**config.mk**
```make
export PLATFORM = sky130hd
export DESIGN_NAME = bullet_pool
export DESIGN_NICKNAME = d
export VERILOG_FILES = /design/src/rtl/bullet_pkg.sv /design/src/rtl/bullet_sprite.sv /design/src/rtl/bullet_pool.sv
export SDC_FILE = /design/constraint.sdc
export NUM_CORES = 1
export LEC_CHECK = 0
export ABC_CLOCK_PERIOD_IN_PS = 15900
export BUFFER_PORTS_ARGS = -buffer_cell sky130_fd_sc_hd__buf_2
export CAP_MARGIN = 10
export CORE_MARGIN = 3
export CORE_UTILIZATION = 60
export CTS_CLUSTER_DIAMETER = 60
export CTS_CLUSTER_SIZE = 12
export DETAILED_ROUTE_END_ITERATION = 10
export GPL_TIMING_DRIVEN = 0
export PLACE_DENSITY = 0.78
export SYNTH_ARGS = -nofsm -noshare
export SYNTH_HDL_FRONTEND = slang
export SYNTH_SLANG_ARGS = --single-unit
```
**constraint.sdc**
```tcl
create_clock -name clk -period 15.9 [get_ports clk]
set_input_delay 1.59 -clock clk [delete_from_list [all_inputs] [get_ports clk]]
set_output_delay 1.59 -clock clk [all_outputs]
set_load 0.01 [all_outputs]
```
**src/rtl/bullet_pkg.sv**
```systemverilog
// Shared types and default geometry for the bullet engine.
package bullet_pkg;
    typedef enum logic {B_IDLE = 1'b0, B_FLY = 1'b1} slot_state_t;

    localparam logic DIR_UP   = 1'b0;
    localparam logic DIR_DOWN = 1'b1;

    localparam int SPR_W_DEF  = 6;
    localparam int SPR_H_DEF  = 6;
    localparam int CORNER_DEF = 2;
    localparam int SPEED_DEF  = 4;
endpackage

```
**src/rtl/bullet_sprite.sv**
```systemverilog
// Rounded-square sprite mask: lit when (sx,sy) is inside the box and not in a clipped corner.
module bullet_sprite
    import bullet_pkg::*;
#(
    parameter int SPR_W  = SPR_W_DEF,
    parameter int SPR_H  = SPR_H_DEF,
    parameter int CORNER = CORNER_DEF,
    parameter int SX_W   = 11,
    parameter int SY_W   = 11
) (
    input  logic signed [SX_W-1:0] sx,
    input  logic signed [SY_W-1:0] sy,
    output logic                   lit
);
    localparam logic signed [SX_W-1:0] WM1 = SX_W'(SPR_W - 1);
    localparam logic signed [SY_W-1:0] HM1 = SY_W'(SPR_H - 1);
    localparam logic signed [SX_W-1:0] ZX  = '0;
    localparam logic signed [SY_W-1:0] ZY  = '0;

    logic signed [SX_W-1:0] rx, mx;
    logic signed [SY_W-1:0] ry, my;
    logic                   in_rng;

    // rx/ry are the distances to the far edges; both non-negative means inside the box
    always_comb begin
        rx     = WM1 - sx;
        ry     = HM1 - sy;
        mx     = (sx < rx) ? sx : rx;
        my     = (sy < ry) ? sy : ry;
        in_rng = (sx >= ZX) && (rx >= ZX) && (sy >= ZY) && (ry >= ZY);
        lit    = in_rng && ((int'(mx) + int'(my)) >= CORNER);
    end
endmodule

```
**src/rtl/bullet_pool.sv**
```systemverilog
// Multi-slot bullet engine: spawn, per-frame motion, retire, and pixel coverage queries.
// Optional BULLET_POOL_HIT_IDX_EN adds pix_idx (lowest-index slot covering the pixel).
module bullet_pool
    import bullet_pkg::*;
#(
    parameter int N_BULLETS = 4,
    parameter int X_W       = 10,
    parameter int Y_W       = 10,
    parameter int SPR_W     = SPR_W_DEF,
    parameter int SPR_H     = SPR_H_DEF,
    parameter int CORNER    = CORNER_DEF,
    parameter int SPEED     = SPEED_DEF,
    parameter int SCREEN_H  = 480,
    parameter int IW        = (N_BULLETS > 1) ? $clog2(N_BULLETS) : 1
) (
    input  logic                 clk,
    input  logic                 rst,
    input  logic                 frame_tick,
    input  logic                 fire,
    input  logic [X_W-1:0]       fire_x,
    input  logic [Y_W-1:0]       fire_y,
    input  logic                 fire_dir,
    output logic                 fire_ack,
    output logic                 fire_drop,
    input  logic                 kill,
    input  logic [IW-1:0]        kill_idx,
    input  logic [X_W-1:0]       pix_x,
    input  logic [Y_W-1:0]       pix_y,
    output logic                 pix_on,
`ifdef BULLET_POOL_HIT_IDX_EN
    output logic [IW-1:0]        pix_idx,
`endif
    output logic [N_BULLETS-1:0] active_mask
);
    localparam logic signed [Y_W:0] YMAX = (Y_W+1)'(SCREEN_H - SPR_H);
    localparam logic signed [Y_W:0] SPD  = (Y_W+1)'(SPEED);
    localparam logic signed [Y_W:0] ZY   = '0;

    slot_state_t          state    [N_BULLETS];
    slot_state_t          state_nx [N_BULLETS];
    logic [X_W-1:0]       x_r      [N_BULLETS];
    logic [Y_W-1:0]       y_r      [N_BULLETS];
    logic                 dir_r    [N_BULLETS];
    logic signed [Y_W:0]  y_mv     [N_BULLETS];
    logic signed [X_W:0]  sx       [N_BULLETS];
    logic signed [Y_W:0]  sy       [N_BULLETS];
    logic [N_BULLETS-1:0] idle, sel, exits, kill_hit, lit, hit;
    logic                 fire_ok, accept, found;

    // Fire arbitration: lowest-index IDLE slot, legal spawn y only
    always_comb begin
        sel   = '0;
        found = 1'b0;
        for (int i = 0; i < N_BULLETS; i++) begin
            idle[i] = (state[i] == B_IDLE);
            if (idle[i] && !found) begin
                sel[i] = 1'b1;
                found  = 1'b1;
            end
        end
        fire_ok = (signed'({1'b0, fire_y}) <= YMAX);
        accept  = fire && fire_ok && found;
    end

    // Motion in Y_W+1 signed bits so an upward exit is seen as negative, not a wrap
    always_comb begin
        for (int i = 0; i < N_BULLETS; i++) begin
            y_mv[i]     = (dir_r[i] == DIR_DOWN) ? (signed'({1'b0, y_r[i]}) + SPD)
                                                 : (signed'({1'b0, y_r[i]}) - SPD);
            exits[i]    = (y_mv[i] < ZY) || (y_mv[i] > YMAX);
            kill_hit[i] = kill && (kill_idx == IW'(i));
        end
    end

    always_comb begin
        for (int i = 0; i < N_BULLETS; i++) begin
            state_nx[i] = state[i];
            case (state[i])
                B_IDLE:  if (accept && sel[i]) state_nx[i] = B_FLY;
                B_FLY:   if (kill_hit[i] || (frame_tick && exits[i])) state_nx[i] = B_IDLE;
                default: state_nx[i] = B_IDLE;
            endcase
        end
    end

    always_ff @(posedge clk or posedge rst) begin
        if (rst) begin
            for (int i = 0; i < N_BULLETS; i++) state[i] <= B_IDLE;
        end else begin
            for (int i = 0; i < N_BULLETS; i++) state[i] <= state_nx[i];
        end
    end

    always_comb begin
        for (int i = 0; i < N_BULLETS; i++) active_mask[i] = (state[i] == B_FLY);
    end

    // A freshly loaded slot was IDLE, so the frame_tick update cannot touch it this cycle
    always_ff @(posedge clk) begin
        for (int i = 0; i < N_BULLETS; i++) begin
            if (accept && sel[i]) begin
                x_r[i]   <= fire_x;
                y_r[i]   <= fire_y;
                dir_r[i] <= fire_dir;
            end else if (frame_tick && (state[i] == B_FLY) && !kill_hit[i] && !exits[i]) begin
                y_r[i] <= y_mv[i][Y_W-1:0];
            end
        end
    end

    for (genvar g = 0; g < N_BULLETS; g++) begin : g_slot
        assign sx[g] = signed'({1'b0, pix_x}) - signed'({1'b0, x_r[g]});
        assign sy[g] = signed'({1'b0, pix_y}) - signed'({1'b0, y_r[g]});

        bullet_sprite #(
            .SPR_W  (SPR_W),
            .SPR_H  (SPR_H),
            .CORNER (CORNER),
            .SX_W   (X_W + 1),
            .SY_W   (Y_W + 1)
        ) u_sprite (
            .sx  (sx[g]),
            .sy  (sy[g]),
            .lit (lit[g])
        );

        assign hit[g] = (state[g] == B_FLY) && lit[g];
    end

`ifdef BULLET_POOL_HIT_IDX_EN
    function automatic logic [IW-1:0] first_hit(input logic [N_BULLETS-1:0] h);
        first_hit = '0;
        for (int i = N_BULLETS - 1; i >= 0; i--) begin
            if (h[i]) first_hit = IW'(i);
        end
    endfunction
`endif

    // Output register stage: handshake pulses and query result
    always_ff @(posedge clk or posedge rst) begin
        if (rst) begin
            fire_ack  <= 1'b0;
            fire_drop <= 1'b0;
            pix_on    <= 1'b0;
`ifdef BULLET_POOL_HIT_IDX_EN
            pix_idx   <= '0;
`endif
        end else begin
            fire_ack  <= accept;
            fire_drop <= fire && !accept;
            pix_on    <= |hit;
`ifdef BULLET_POOL_HIT_IDX_EN
            pix_idx   <= first_hit(hit);
`endif
        end
    end
endmodule

```
## Yosys cells after proc, flatten, opt, wreduce, memory -nomap -nowiden

Memories as Yosys holds them, arrays and structs flattened.
Index checks and enable logic that the tools add are counted.

- Bits in registers: 7
- Latch bits: 0
- Bits in writable memories: 84
- Memory bits (read-only): 0
- Input bits: 48
- Output and inout port bits: 7
- Word-level logic and storage cells: 232
- Memories: 3

Memories:

| name | words | width | read ports | clocked after memory_dff | write ports | RTL line | source |
|---|---|---|---|---|---|---|---|
| x_r | 4 | 10 | 4 | 0 | 1 | bullet_pool.sv:41 | `logic [X_W-1:0] x_r [N_BULLETS];` |
| y_r | 4 | 10 | 4 | 0 | 4 | bullet_pool.sv:42 | `logic [Y_W-1:0] y_r [N_BULLETS];` |
| dir_r | 4 | 1 | 4 | 0 | 1 | bullet_pool.sv:43 | `logic dir_r [N_BULLETS];` |

- Add/subtract/negate cells: 28
- Multipliers: 0
- Div/mod/pow operators: 0
- $lt $le $gt $ge: 37
- Equality and inequality tests: 3
- Shift-type cells: 0
- Muxes and demuxes: 69
- Bitwise gates (word level): 8
- Reductions and logical operators: 77

Operator list:

| cell | count |
|---|---|
| >= comparator 11 x 1 -> 1 bit, second input constant | 16 |
| 2-to-1 mux 11 bit | 12 |
| >= comparator 32 x 3 -> 1 bit, second input constant | 4 |
| < comparator 11 bit | 8 |
| subtractor 10 x 10 -> 11 bit | 8 |
| subtractor 4 x 11 -> 11 bit, first input constant | 8 |
| 2-to-1 mux 10 bit | 7 |
| logical AND 1 bit | 50 |
| adder 11 x 11 -> 12 bit | 4 |
| adder 10 x 3 -> 11 bit, second input constant | 4 |
| > comparator 11 x 10 -> 1 bit, second input constant | 4 |
| < comparator 11 x 1 -> 1 bit, second input constant | 4 |
| subtractor 10 x 3 -> 11 bit, second input constant | 4 |
| 2-to-1 mux 1 bit | 40 |
| OR reduction 10 bit | 3 |
| 2-to-1 mux 2 bit | 6 |
| logical NOT 1 bit | 11 |
| less-or-equal comparator 10 x 9 -> 1 bit, second input constant | 1 |
| logical OR 1 bit | 8 |
| case mux 1 bit (2 select lines) | 4 |
| equality test 2 bit, second input constant | 2 |
| NOT 1 bit | 4 |
| bitwise OR 1 bit | 4 |
| OR reduction 4 bit | 1 |
| other kinds (3) | 5 |

## Longest topological paths before layout

Gate-level depths: netlist of run 1.

- Word-level depth: 17
- Mapped depth: 27
- Depth with buffers taken out: 27

## Hierarchy

From an unflattened synthesis of run 1, not the netlist that was laid out.

- Cells, all modules: 1,458
- Area total of the unflattened synthesis: 12,832.3 µm²

By module, submodules not included:

| module | times used | cells each | area each (µm²) | sequential area each (µm²) |
|---|---|---|---|---|
| bullet_pool | 1 | 846 | 8,097.8 | 2,697.6 |
| bullet_sprite | 4 | 153 | 1,183.6 | 0.0 |

## Least setup slack after synthesis of run 1

Ideal clock, no wire load.

- Path type: input to register
- Start: input port pix_y[0]
- End: register pix_on
- Setup time: 0.120 ns
- Arrival time: 7.228 ns
- Data required time: 15.780 ns
- Slack: 8.551 ns
- Stages on the path: 27
- Path buffers: 0
- Path through: inv_1 > ha_1 > fa_1 > xor2_1 > inv_1 > ha_1 > or3_1 > or3_1 > or3_1 > ha_1 > inv_1 > nand2_1 > o41ai_1 > a311o_1 > mux2_4 > xnor2_1 > ha_1 > fa_1 > a211oi_1 > nor2_1 > o31a_1 > o311a_1 > o21ai_0 > o2111ai_1 > nand4_1 > o221ai_1 > a41o_1

- Longest elaborated chain between the ends: 9
- Elaborated cells on any way between the ends: 49
- Classes of those cells: 12 x add/sub; 16 x order compare; 4 x mux; 17 x reduce/logical

Ends and longest elaborated chain:

| what | RTL line | source |
|---|---|---|
| start: declaration | bullet_pool.sv:28 | `input logic [Y_W-1:0] pix_y,` |
| subtractor 10 x 10 -> 11 bit | bullet_pool.sv:113 | `assign sy[g] = signed'({1'b0, pix_y}) - signed'({1'b0, y_r[g]});` |
| subtractor 4 x 11 -> 11 bit | bullet_sprite.sv:27 | `ry = HM1 - sy;` |
| < comparator 11 bit | bullet_sprite.sv:29 | `my = (sy < ry) ? sy : ry;` |
| 2-to-1 mux 11 bit | bullet_sprite.sv:29 |  |
| adder 11 x 11 -> 12 bit | bullet_sprite.sv:31 | `lit = in_rng && ((int'(mx) + int'(my)) >= CORNER);` |
| >= comparator 32 x 3 -> 1 bit | bullet_sprite.sv:31 |  |
| logical AND 1 bit | bullet_sprite.sv:31 |  |
| logical AND 1 bit | bullet_pool.sv:127 | `assign hit[g] = (state[g] == B_FLY) && lit[g];` |
| OR reduction 4 bit (*) | bullet_pool.sv:151 | `pix_on <= \|hit;` |
| end signal: assignment | bullet_pool.sv:151 |  |
| end: declaration | bullet_pool.sv:29 | `output logic pix_on,` |

Mark *: on every way between the ends. The rest lies on a longest branch, timed or not.

## Final worst setup path of run 1

- Start: input port pix_y[1]
- End: register pix_on

Same word-level chain as after synthesis.

==> flow_metrics.env, run 1 <==
export IMPL_status="completed"
export IMPL_p_per_area_nw_per_um2=83.74
export IMPL_num_rows=53
export IMPL_endpoint_kind="flop"
export IMPL_synth_warning_count=0
export IMPL_finClkSkew_ps=14.41
export IMPL_worst_slack_ps=7552
export IMPL_syn_inst=1543
export IMPL_hold_viol=0
export IMPL_grt_pass1_wl_mm=54.16
export IMPL_finalCritPeriodShare_pct=52.50
export IMPL_p_leak_nw=6.175
export IMPL_tritoncts="done"
export IMPL_io_buffers=54
export IMPL_place_hpwl_mm=27.04
export IMPL_critPathMaxStageDelay_ps=540
export IMPL_drt_wl_total_mm=33.55
export IMPL_synth_edff_count=84
export IMPL_syn_area_sq_um=13140
export IMPL_hold_buffers=0
export IMPL_cts_sinks=91
export IMPL_syn_to_final_growth_pct=7.159
export IMPL_dp_slack_ps=7313
export IMPL_grt_pass1_vias=11092
export IMPL_die_x_microns=154
export IMPL_critPathTopFamily="compound AO/OA/AOI/OAI gates"
export IMPL_setup_violations=0
export IMPL_fp_dieArea_sq_um=23720
export IMPL_postLayoutCoreUtil_pct=66.16
export IMPL_syn_area_per_cell_sq_um=8.518
export IMPL_nets=1870
export IMPL_yosysUniqueCellTypes=93
export IMPL_required_ps=16140
export IMPL_clock_latency_ps=360
export IMPL_final_area_sq_um=14080
export IMPL_yosysTopAreaCellShare_pct=19.19
export IMPL_cp_arrival_ps=8590
export IMPL_final_antenna_net_count=0
export IMPL_placed_cells_incl_taps=1874
export IMPL_ios=55
export IMPL_cts_htree_levels=3
export IMPL_initial_core_util_pct=61.74
export IMPL_antennaDiodeCount=0
export IMPL_ctsLongestPathBuffers=2
export IMPL_cts_repair_resize_count=0
export IMPL_ys_flop_type="edfxtp_1"
export IMPL_cp_slowest_cell="fa_1"
export IMPL_vias=11855
export IMPL_hold_path_class="flop to flop"
export IMPL_drt_iter0_drc=828
export IMPL_final_layout_size_suffix_gt1_share_pct=7.307
export IMPL_grt_overflow=0
export IMPL_ys_ff_latch=91
export IMPL_fp_dieH_microns=154
export IMPL_hold_worst_slack_ps=693.4
export IMPL_tightest_slew_ps=1092
export IMPL_clkTransAtPathRegs_ps=70
export IMPL_ir_worst_vdd_uv=80.33
export IMPL_coreArea_sq_um=21290
export IMPL_yosysTopAreaCell="edfxtp_1"
export IMPL_power_mw=1.179
export IMPL_grt_max_degree=17
export IMPL_synth_fp_nets=1803
export IMPL_critPathBufInv=4
export IMPL_cts_made_buffers=9
export IMPL_avgRoutedWirePerCell_microns=17.75
export IMPL_antenna_found_initial=0
export IMPL_cts_setup_buffers=0
export IMPL_synth_top_cells_by_area="edfxtp_1 (19%), ha_1 (19%), inv_1 (4.7%)"
export IMPL_rsz0062_at_grt="no"
export IMPL_clock_fmax_ghz=0.1198
export IMPL_via_per_inst=6.272
export IMPL_placed_area_sq_um=13780
export IMPL_stdcell_count=1890
export IMPL_crit_type="input pin to flop"
export IMPL_yosysSeqAreaShare_pct=20.53
export IMPL_drc=0
export IMPL_report_final_slew_viol_count=0
export IMPL_dr_pass1_iters=5
export IMPL_clockRootBuffer="clkbuf_16"
export IMPL_place_gp_congestion=0.9756
export IMPL_finalSetupTns_ps=0
export IMPL_drv_cap=0
export IMPL_grt_use_total_pct=27.81
export IMPL_relSlewSlack_pct=26.43
export IMPL_async_flop_share_pct=7.692
export IMPL_period_minus_slack_ps=8348
export IMPL_start_kind="input pin"
export IMPL_cp_max_fo=6
==> sequential cells by signal, indices dropped and copies added (netlist names) <==
signal and count:
active_mask 4, dir_r 4, fire_ack 1, fire_drop 1, pix_on 1, x_r 40, y_r 40
==> report_power, final <==
part           total (mW)  switching (mW)  internal (mW)
Combinational       0.678           0.392          0.286
Sequential          0.280         0.00715          0.272
Clock               0.222          0.0987          0.123
Total                1.18           0.498          0.681
==> cell usage after synthesis, types with 17 or more instances <==
library cell and n:
edfxtp_1 84, nor2_1 125, nand3_1 36, mux2_1 18, nor2b_1 40, or3_1 30
inv_1 166, xor2_1 40, nand2b_1 23, xnor2_1 66, mux2i_1 27, nor3_1 51
a21oi_1 78, a21o_1 23, o21a_1 32, nand2_1 78, o21ai_0 73, ha_1 196
o211ai_1 17
==> final cells by class <==
| cell class | count | area [sq um] |
|---|---|---|
| repair buffers | 56 | 289.0 |
| fillers | 1762 | 7203 |
| multi-input cells | 1277 | 9793 |
| inverters | 167 | 626.9 |
| clock inverters | 7 | 77.57 |
| plain buffers | 8 | 30.03 |
| well taps | 275 | 344.1 |
| flip-flops and latches | 91 | 2698 |
| clock buffers | 9 | 225.2 |
==> kinds of logic (layout without fill, tap and decap cells) <==
logic type | count (synthesis) | count (layout) | share of synthesized area (%)
flip-flops | 91 | 91 | 20.53
buffers and inverters | 175 | 247 | 4.998
other | 1 | 1 | 0.02853
multiplexers | 62 | 62 | 5.103
XOR/XNOR | 106 | 106 | 7.064
adder cells (fa/ha/maj) | 212 | 212 | 21.10
AND/OR/NAND/NOR | 493 | 493 | 19.86
AO/OA/AOI/OAI | 403 | 403 | 21.33
==> path summary, 6_finish.rpt <==
path | from | end | slack (ps) | cells past startpoint
max in group asynchronous | rst | active_mask[1] | 14340 | 2
hold reg to reg | y_r[1][2] | y_r[1][2] | 690 | 1
setup / recovery | pix_y[1] | pix_on | 7550 | 27
hold / removal | y_r[1][2] | y_r[1][2] | 690 | 1
min in group asynchronous | rst | active_mask[0] | 1240 | 2
setup reg to reg | y_r[3][0] | pix_on | 8800 | 26
==> layout by cell type, fill, tap and decap left out, types with 23 or more instances in the layout <==
cell type  count
a21o_1        23
a21oi_1       78
buf_2         54
edfxtp_1      84
ha_1         196
inv_1        166
mux2i_1       27
nand2_1       78
nand2b_1      23
nand3_1       36
nor2_1       125
nor2b_1       40
nor3_1        50
o21a_1        32
o21ai_0       73
or3_1         30
xnor2_1       66
xor2_1        40
==> metal layers <==
metal / up-vias / wire [microns] / GRT usage, %
li1: 5888 / - / -
met1: 5532 / 15070 / 38.16
met2: 371 / 15710 / 46.59
met4: 0 / 936 / 9.083
met3: 64 / 1823 / 2.280
met5: - / 0 / 0
(Power assumes the default switching activity.)
==> run 2, diff against run 1 <==
--- a/config.mk
+++ b/config.mk
@@ -5,16 +5,16 @@
 export SDC_FILE = /design/constraint.sdc
 export NUM_CORES = 1
 export LEC_CHECK = 0
-export ABC_CLOCK_PERIOD_IN_PS = 15900
+export ABC_CLOCK_PERIOD_IN_PS = 7550
 export BUFFER_PORTS_ARGS = -buffer_cell sky130_fd_sc_hd__buf_2
 export CAP_MARGIN = 10
 export CORE_MARGIN = 3
-export CORE_UTILIZATION = 60
+export CORE_UTILIZATION = 59
 export CTS_CLUSTER_DIAMETER = 60
 export CTS_CLUSTER_SIZE = 12
 export DETAILED_ROUTE_END_ITERATION = 10
 export GPL_TIMING_DRIVEN = 0
-export PLACE_DENSITY = 0.78
+export PLACE_DENSITY = 0.8
 export SYNTH_ARGS = -nofsm -noshare
 export SYNTH_HDL_FRONTEND = slang
 export SYNTH_SLANG_ARGS = --single-unit
==> constraint.sdc (replaced) <==
create_clock -name clk -period 7.55 [get_ports clk]
set_input_delay 0.755 -clock clk [delete_from_list [all_inputs] [get_ports clk]]
set_output_delay 0.755 -clock clk [all_outputs]
set_load 0.01 [all_outputs]
==> flow_metrics.env, run 2 (same netlist as run 1, synthesis figures left out) <==
export IMPL_crit_type="input pin to flop"
export IMPL_critPathMaxStageDelay_ps=510
export IMPL_worst_slack_ps=310.2
export IMPL_nets=1872
export IMPL_grt_pass1_wl_mm=53.41
export IMPL_report_final_slew_viol_count=0
export IMPL_final_common_cell="ha_1"
export IMPL_placed_cells_incl_taps=1874
export IMPL_ctsLongestPathBuffers=2
export IMPL_p_leak_nw=6.186
export IMPL_p_per_area_nw_per_um2=178.6
export IMPL_final_layout_size_suffix_gt1_share_pct=7.421
export IMPL_postLayoutCoreUtil_pct=65.96
export IMPL_cts_sinks=91
export IMPL_grt_pass1_vias=11243
export IMPL_finalCritPeriodShare_pct=95.89
export IMPL_finClkSkew_ps=8.462
export IMPL_cp_slowest_cell="fa_1"
export IMPL_relSlewSlack_pct=22.93
export IMPL_grt_use_total_pct=27.07
export IMPL_drc=0
export IMPL_reg_top3="x_r x40, y_r x40"
export IMPL_multi_input_area_sq_um=9801
export IMPL_vias=11936
export IMPL_cts_made_buffers=9
export IMPL_r2r_start="y_r[3][0]"
export IMPL_ios=55
export IMPL_place_hpwl_mm=27.01
export IMPL_seq_area_sq_um=2698
export IMPL_clock_latency_ps=360
export IMPL_coreArea_sq_um=21420
export IMPL_final_antenna_net_count=0
export IMPL_cts_htree_levels=3
export IMPL_cp_max_fo=6
export IMPL_hold_buffers=0
export IMPL_drv_cap=0
export IMPL_initial_core_util_pct=61.36
export IMPL_clock_fmax_ghz=0.1381
export IMPL_hold_worst_slack_ps=342.8
export IMPL_clkTransAtPathRegs_ps=70
export IMPL_status="completed"
export IMPL_dp_slack_ps=47.35
export IMPL_hold_viol=0
export IMPL_io_buffers=54
export IMPL_tritoncts="done"
export IMPL_fp_dieH_microns=155.3
export IMPL_grt_overflow=0
export IMPL_num_rows=53
export IMPL_reg2reg_slack_ps=570
export IMPL_drt_iter0_drc=680
export IMPL_die_x_microns=155.3
export IMPL_setup_violations=0
export IMPL_stdcell_count=1892
export IMPL_cp_arrival_ps=7490
export IMPL_tightest_slew_ps=1144
export IMPL_r2r_end="pix_on"
export IMPL_endpoint_kind="flop"
export IMPL_antenna_found_initial=0
export IMPL_antennaDiodeCount=0
export IMPL_rr_worst_depth=26
export IMPL_required_ps=7800
export IMPL_fill_cells=1787
export IMPL_start_kind="input pin"
export IMPL_grt_max_degree=16
export IMPL_clockRootBuffer="clkbuf_16"
export IMPL_layout_common_cells="ha_1 (196), inv_1 (165), nor2_1 (125)"
export IMPL_avgRoutedWirePerCell_microns=17.47
export IMPL_dr_pass1_iters=5
export IMPL_period_minus_slack_ps=7240
export IMPL_hold_path_class="input pin to asynchronous set/reset pin"
export IMPL_ir_worst_vdd_uv=170.6
export IMPL_fp_dieArea_sq_um=24100
export IMPL_place_gp_congestion=0.9470
export IMPL_syn_to_final_growth_pct=7.502
export IMPL_drt_wl_total_mm=33.06
export IMPL_via_per_inst=6.309
[run 2: cell type report]
class	instances	area share, %
buffer	8	0.2125
clock buffer	10	1.621
clock inverter	6	0.6288
inverter	167	4.463
multi-input combinational	1277	69.37
sequential	91	19.09
tap	275	2.435
timing repair buffer	58	2.179
[run 2: stage by stage]
| step | TNS [ps] | total power [mW] | cell area [sq um] |
|---|---|---|---|
| after floorplan | 0 | 1.712 | 13140 |
| after global placement | 0 | 1.947 | 13760 |
| after detailed placement | 0 | 1.998 | 13780 |
| after CTS | 0 | 2.511 | 14100 |
| after global routing | -3.870 | 2.716 | 14130 |
| final | 0 | 2.524 | 14130 |
[run 2: how the worst max path moves through the flow]
| stage | slack (ps) | startpoint | cells past startpoint | to |
|---|---|---|---|---|
| floorplan | 1040 | pix_y[0] | 27 | pix_on |
| global placement | 180 | pix_y[1] | 27 | pix_on |
| detailed placement | 50 | pix_y[1] | 27 | pix_on |
| CTS | 360 | pix_y[1] | 27 | pix_on |
| global route | -4 | pix_y[1] | 27 | pix_on |
| finish | 310 | pix_y[1] | 27 | pix_on |
[run 2: per-layer routing]
layer / part of all wire, % / GRT usage, %
met5: 0 / 0
met4: 2.8 / 9.337
met3: 6.1 / 4.562
met2: 48 / 46.74
met1: 43 / 34.38
[run 2: timing repair]
action	in CTS	in global routing
setup buffers	0	2
setup endpoints to repair	0	1
gates resized for setup	0	2
[run 2: power breakdown]
group	switching [mW]	leakage [nW]	internal (mW)
clock network	0.215	0.151	0.291
logic	0.826	5.17	0.602
registers	0.0157	0.870	0.574
[run 2: worst max-delay path: cells and delay by family]
kind,cells,cell delay (ps)
xor gates and xnor gates,2,370
muxes,1,310
AOI/OAI and AO/OA,9,2200
buffers and inverters,4,580
adders and majority gates,5,1720
and+or+nand+nor,6,1530
==> run 3, diff against run 2 <==
--- a/config.mk
+++ b/config.mk
@@ -9,12 +9,13 @@
 export BUFFER_PORTS_ARGS = -buffer_cell sky130_fd_sc_hd__buf_2
 export CAP_MARGIN = 10
 export CORE_MARGIN = 3
-export CORE_UTILIZATION = 59
+export CORE_UTILIZATION = 58
 export CTS_CLUSTER_DIAMETER = 60
-export CTS_CLUSTER_SIZE = 12
+export CTS_CLUSTER_SIZE = 10
 export DETAILED_ROUTE_END_ITERATION = 10
 export GPL_TIMING_DRIVEN = 0
-export PLACE_DENSITY = 0.8
+export PLACE_DENSITY = 0.79
 export SYNTH_ARGS = -nofsm -noshare
 export SYNTH_HDL_FRONTEND = slang
+export SYNTH_HIERARCHICAL = 1
 export SYNTH_SLANG_ARGS = --single-unit
==> flow_metrics.env, run 3 <==
export IMPL_drt_wl_total_mm=32.69
export IMPL_finalCritPeriodShare_pct=95.22
export IMPL_cts_repair_resize_count=0
export IMPL_final_common_cell="ha_1"
export IMPL_crit_type="input pin to flop"
export IMPL_status="completed"
export IMPL_yosysTopAreaCell="edfxtp_1"
export IMPL_cp_max_fo=6
export IMPL_cts_made_buffers=9
export IMPL_initial_core_util_pct=60.10
export IMPL_yosysUniqueCellTypes=81
export IMPL_yosysTopAreaCellShare_pct=19.66
export IMPL_grt_pass1_wl_mm=53.04
export IMPL_period_minus_slack_ps=7189
export IMPL_hold_viol=0
export IMPL_required_ps=7830
export IMPL_synthMostInstantiatedCell="ha_1"
export IMPL_hold_buffers=0
export IMPL_place_hpwl_mm=25.96
export IMPL_ios=55
export IMPL_cts_htree_levels=3
export IMPL_seq_area_sq_um=2698
export IMPL_cp_arrival_ps=7470
export IMPL_relSlewSlack_pct=20.85
export IMPL_ctsLongestPathBuffers=2
export IMPL_endpoint_kind="flop"
export IMPL_via_per_inst=6.328
export IMPL_layout_common_cells="ha_1 (196), inv_1 (169), a21oi_1 (124)"
export IMPL_postLayoutCoreUtil_pct=64.47
export IMPL_ys_ff_latch=91
export IMPL_fp_dieArea_sq_um=23950
export IMPL_drt_iter0_drc=776
export IMPL_synth_warning_count=6
export IMPL_cts_sinks=91
export IMPL_synth_edff_count=84
export IMPL_grt_max_degree=18
export IMPL_clockRootBuffer="clkbuf_16"
export IMPL_dr_pass1_iters=6
export IMPL_start_kind="input pin"
export IMPL_syn_area_per_cell_sq_um=8.801
export IMPL_final_antenna_net_count=0
export IMPL_final_layout_size_suffix_gt1_share_pct=10.46
export IMPL_grt_pass1_vias=10957
export IMPL_path_cells="buf_2, inv_1, fa_1, xnor2_1, ha_1, or3_1, or3_1, or3_1, ha_1, o41ai_1, nand2_1, mux2_2, ha_1, nand2_1, o31ai_1, nand4_1, a21boi_0, o31ai_1, a2111oi_2, a22oi_1, nand2_1"
export IMPL_vias=11422
export IMPL_tritoncts="done"
export IMPL_cts_setup_buffers=0
export IMPL_antenna_found_initial=0
export IMPL_clock_fmax_ghz=0.1391
export IMPL_tightest_slew_ps=1183
export IMPL_setup_violations=0
export IMPL_p_leak_nw=6.121
export IMPL_finClkSkew_ps=17.62
export IMPL_grt_overflow=0
export IMPL_fp_dieH_microns=154.7
export IMPL_hold_path_class="input pin to asynchronous set/reset pin"
export IMPL_coreArea_sq_um=21350
export IMPL_ir_worst_vdd_uv=144.1
export IMPL_synth_fp_nets=1718
export IMPL_io_buffers=53
export IMPL_synth_top_cells_by_area="edfxtp_1 (20%), ha_1 (19%), inv_1 (4.9%)"
export IMPL_syn_area_sq_um=12830
export IMPL_rsz0062_at_grt="no"
export IMPL_drv_cap=0
export IMPL_multi_input_area_sq_um=9443
export IMPL_place_gp_congestion=0.9499
export IMPL_ys_flop_type="edfxtp_1"
export IMPL_async_flop_share_pct=7.692
export IMPL_clkTransAtPathRegs_ps=80
export IMPL_finalSetupTns_ps=0
export IMPL_clock_latency_ps=350
export IMPL_syn_inst=1458
export IMPL_report_final_slew_viol_count=0
export IMPL_p_per_area_nw_per_um2=224.7
export IMPL_yosysSeqAreaShare_pct=21.02
export IMPL_reg_top3="x_r x40, y_r x40"
export IMPL_fill_cells=1779
export IMPL_ys_top_cells_by_count="ha_1 (196), inv_1 (169), a21oi_1 (124)"
export IMPL_cp_slowest_cell="o41ai_1"
export IMPL_antennaDiodeCount=0
export IMPL_syn_to_final_growth_pct=7.274
export IMPL_stdcell_count=1805
export IMPL_avgRoutedWirePerCell_microns=18.11
export IMPL_nets=1785
export IMPL_num_rows=53
export IMPL_drc=0
export IMPL_critPathMaxStageDelay_ps=680
export IMPL_die_x_microns=154.7
export IMPL_placed_cells_incl_taps=1788
export IMPL_grt_use_total_pct=26.87
## run 3: worst paths after layout
path	cells after the start	startpoint	endpoint	slack (ps)
max	21	pix_y[1]	pix_on	360
min in group clk	1	fire_x[8]	x_r[3][8]	650
max in group asynchronous	2	rst	pix_on	7000
min	2	rst	active_mask[1]	330
max reg2reg	23	y_r[0][1]	pix_on	740
min reg2reg	2	active_mask[3]	pix_on	670
## run 3: final cells by class
class	count	area share, %
buffer	16	0.4999
clock buffer	10	1.663
clock inverter	6	0.4090
inverter	169	4.608
multi-input combinational	1182	68.60
sequential	91	19.60
tap	275	2.500
timing repair buffer	56	2.127
## run 3: layer usage
metal  wire length [microns]  global-route usage (%)
met5                       0                       0
met4                    1555                   11.73
met3                    2024                   3.358
met2                   15420                   46.59
met1                   13690                   33.58
## run 3: kinds of logic after synthesis
| family | Yosys count | synth area share, % |
|---|---|---|
| fa+ha+maj | 212 | 21.61 |
| other cells | 1 | 0.02922 |
| compound gates | 435 | 23.37 |
| simple gates | 374 | 16.71 |
| xor+xnor | 112 | 7.703 |
| buf+inv | 185 | 5.480 |
| flops | 91 | 21.02 |
| mux | 48 | 4.076 |
## run 3: where the power goes
| part | leakage, nW | total (mW) | internal (mW) | switching (mW) |
|---|---|---|---|---|
| sequential | 0.849 | 0.615 | 0.592 | 0.0223 |
| combinational | 5.13 | 2.04 | 0.818 | 1.22 |
| clock | 0.138 | 0.442 | 0.231 | 0.211 |
## run 3: through the flow
stage	instance area (sq um)	power [mW]	hold slack, ps	worst slack (ps)
5_1_grt	13770	3.349	345.1	39.17
3_3_place_gp	13440	2.546	592.3	241.1
6_report	13770	3.094	326.5	360.7
4_1_cts	13760	3.051	328.5	488.9
3_5_place_dp	13480	2.602	611.7	171.7
2_1_floorplan	12830	2.185	558.4	1393
## run 3: critical path, delay by kind of cell
family                     cells  cell delay [ps]
muxes                          1              330
and+or+nand+nor                7             1600
AOI/OAI and AO/OA              6             2550
adders and majority gates      4             1470
buffers and inverters          2              480
xor gates and xnor gates       1              260
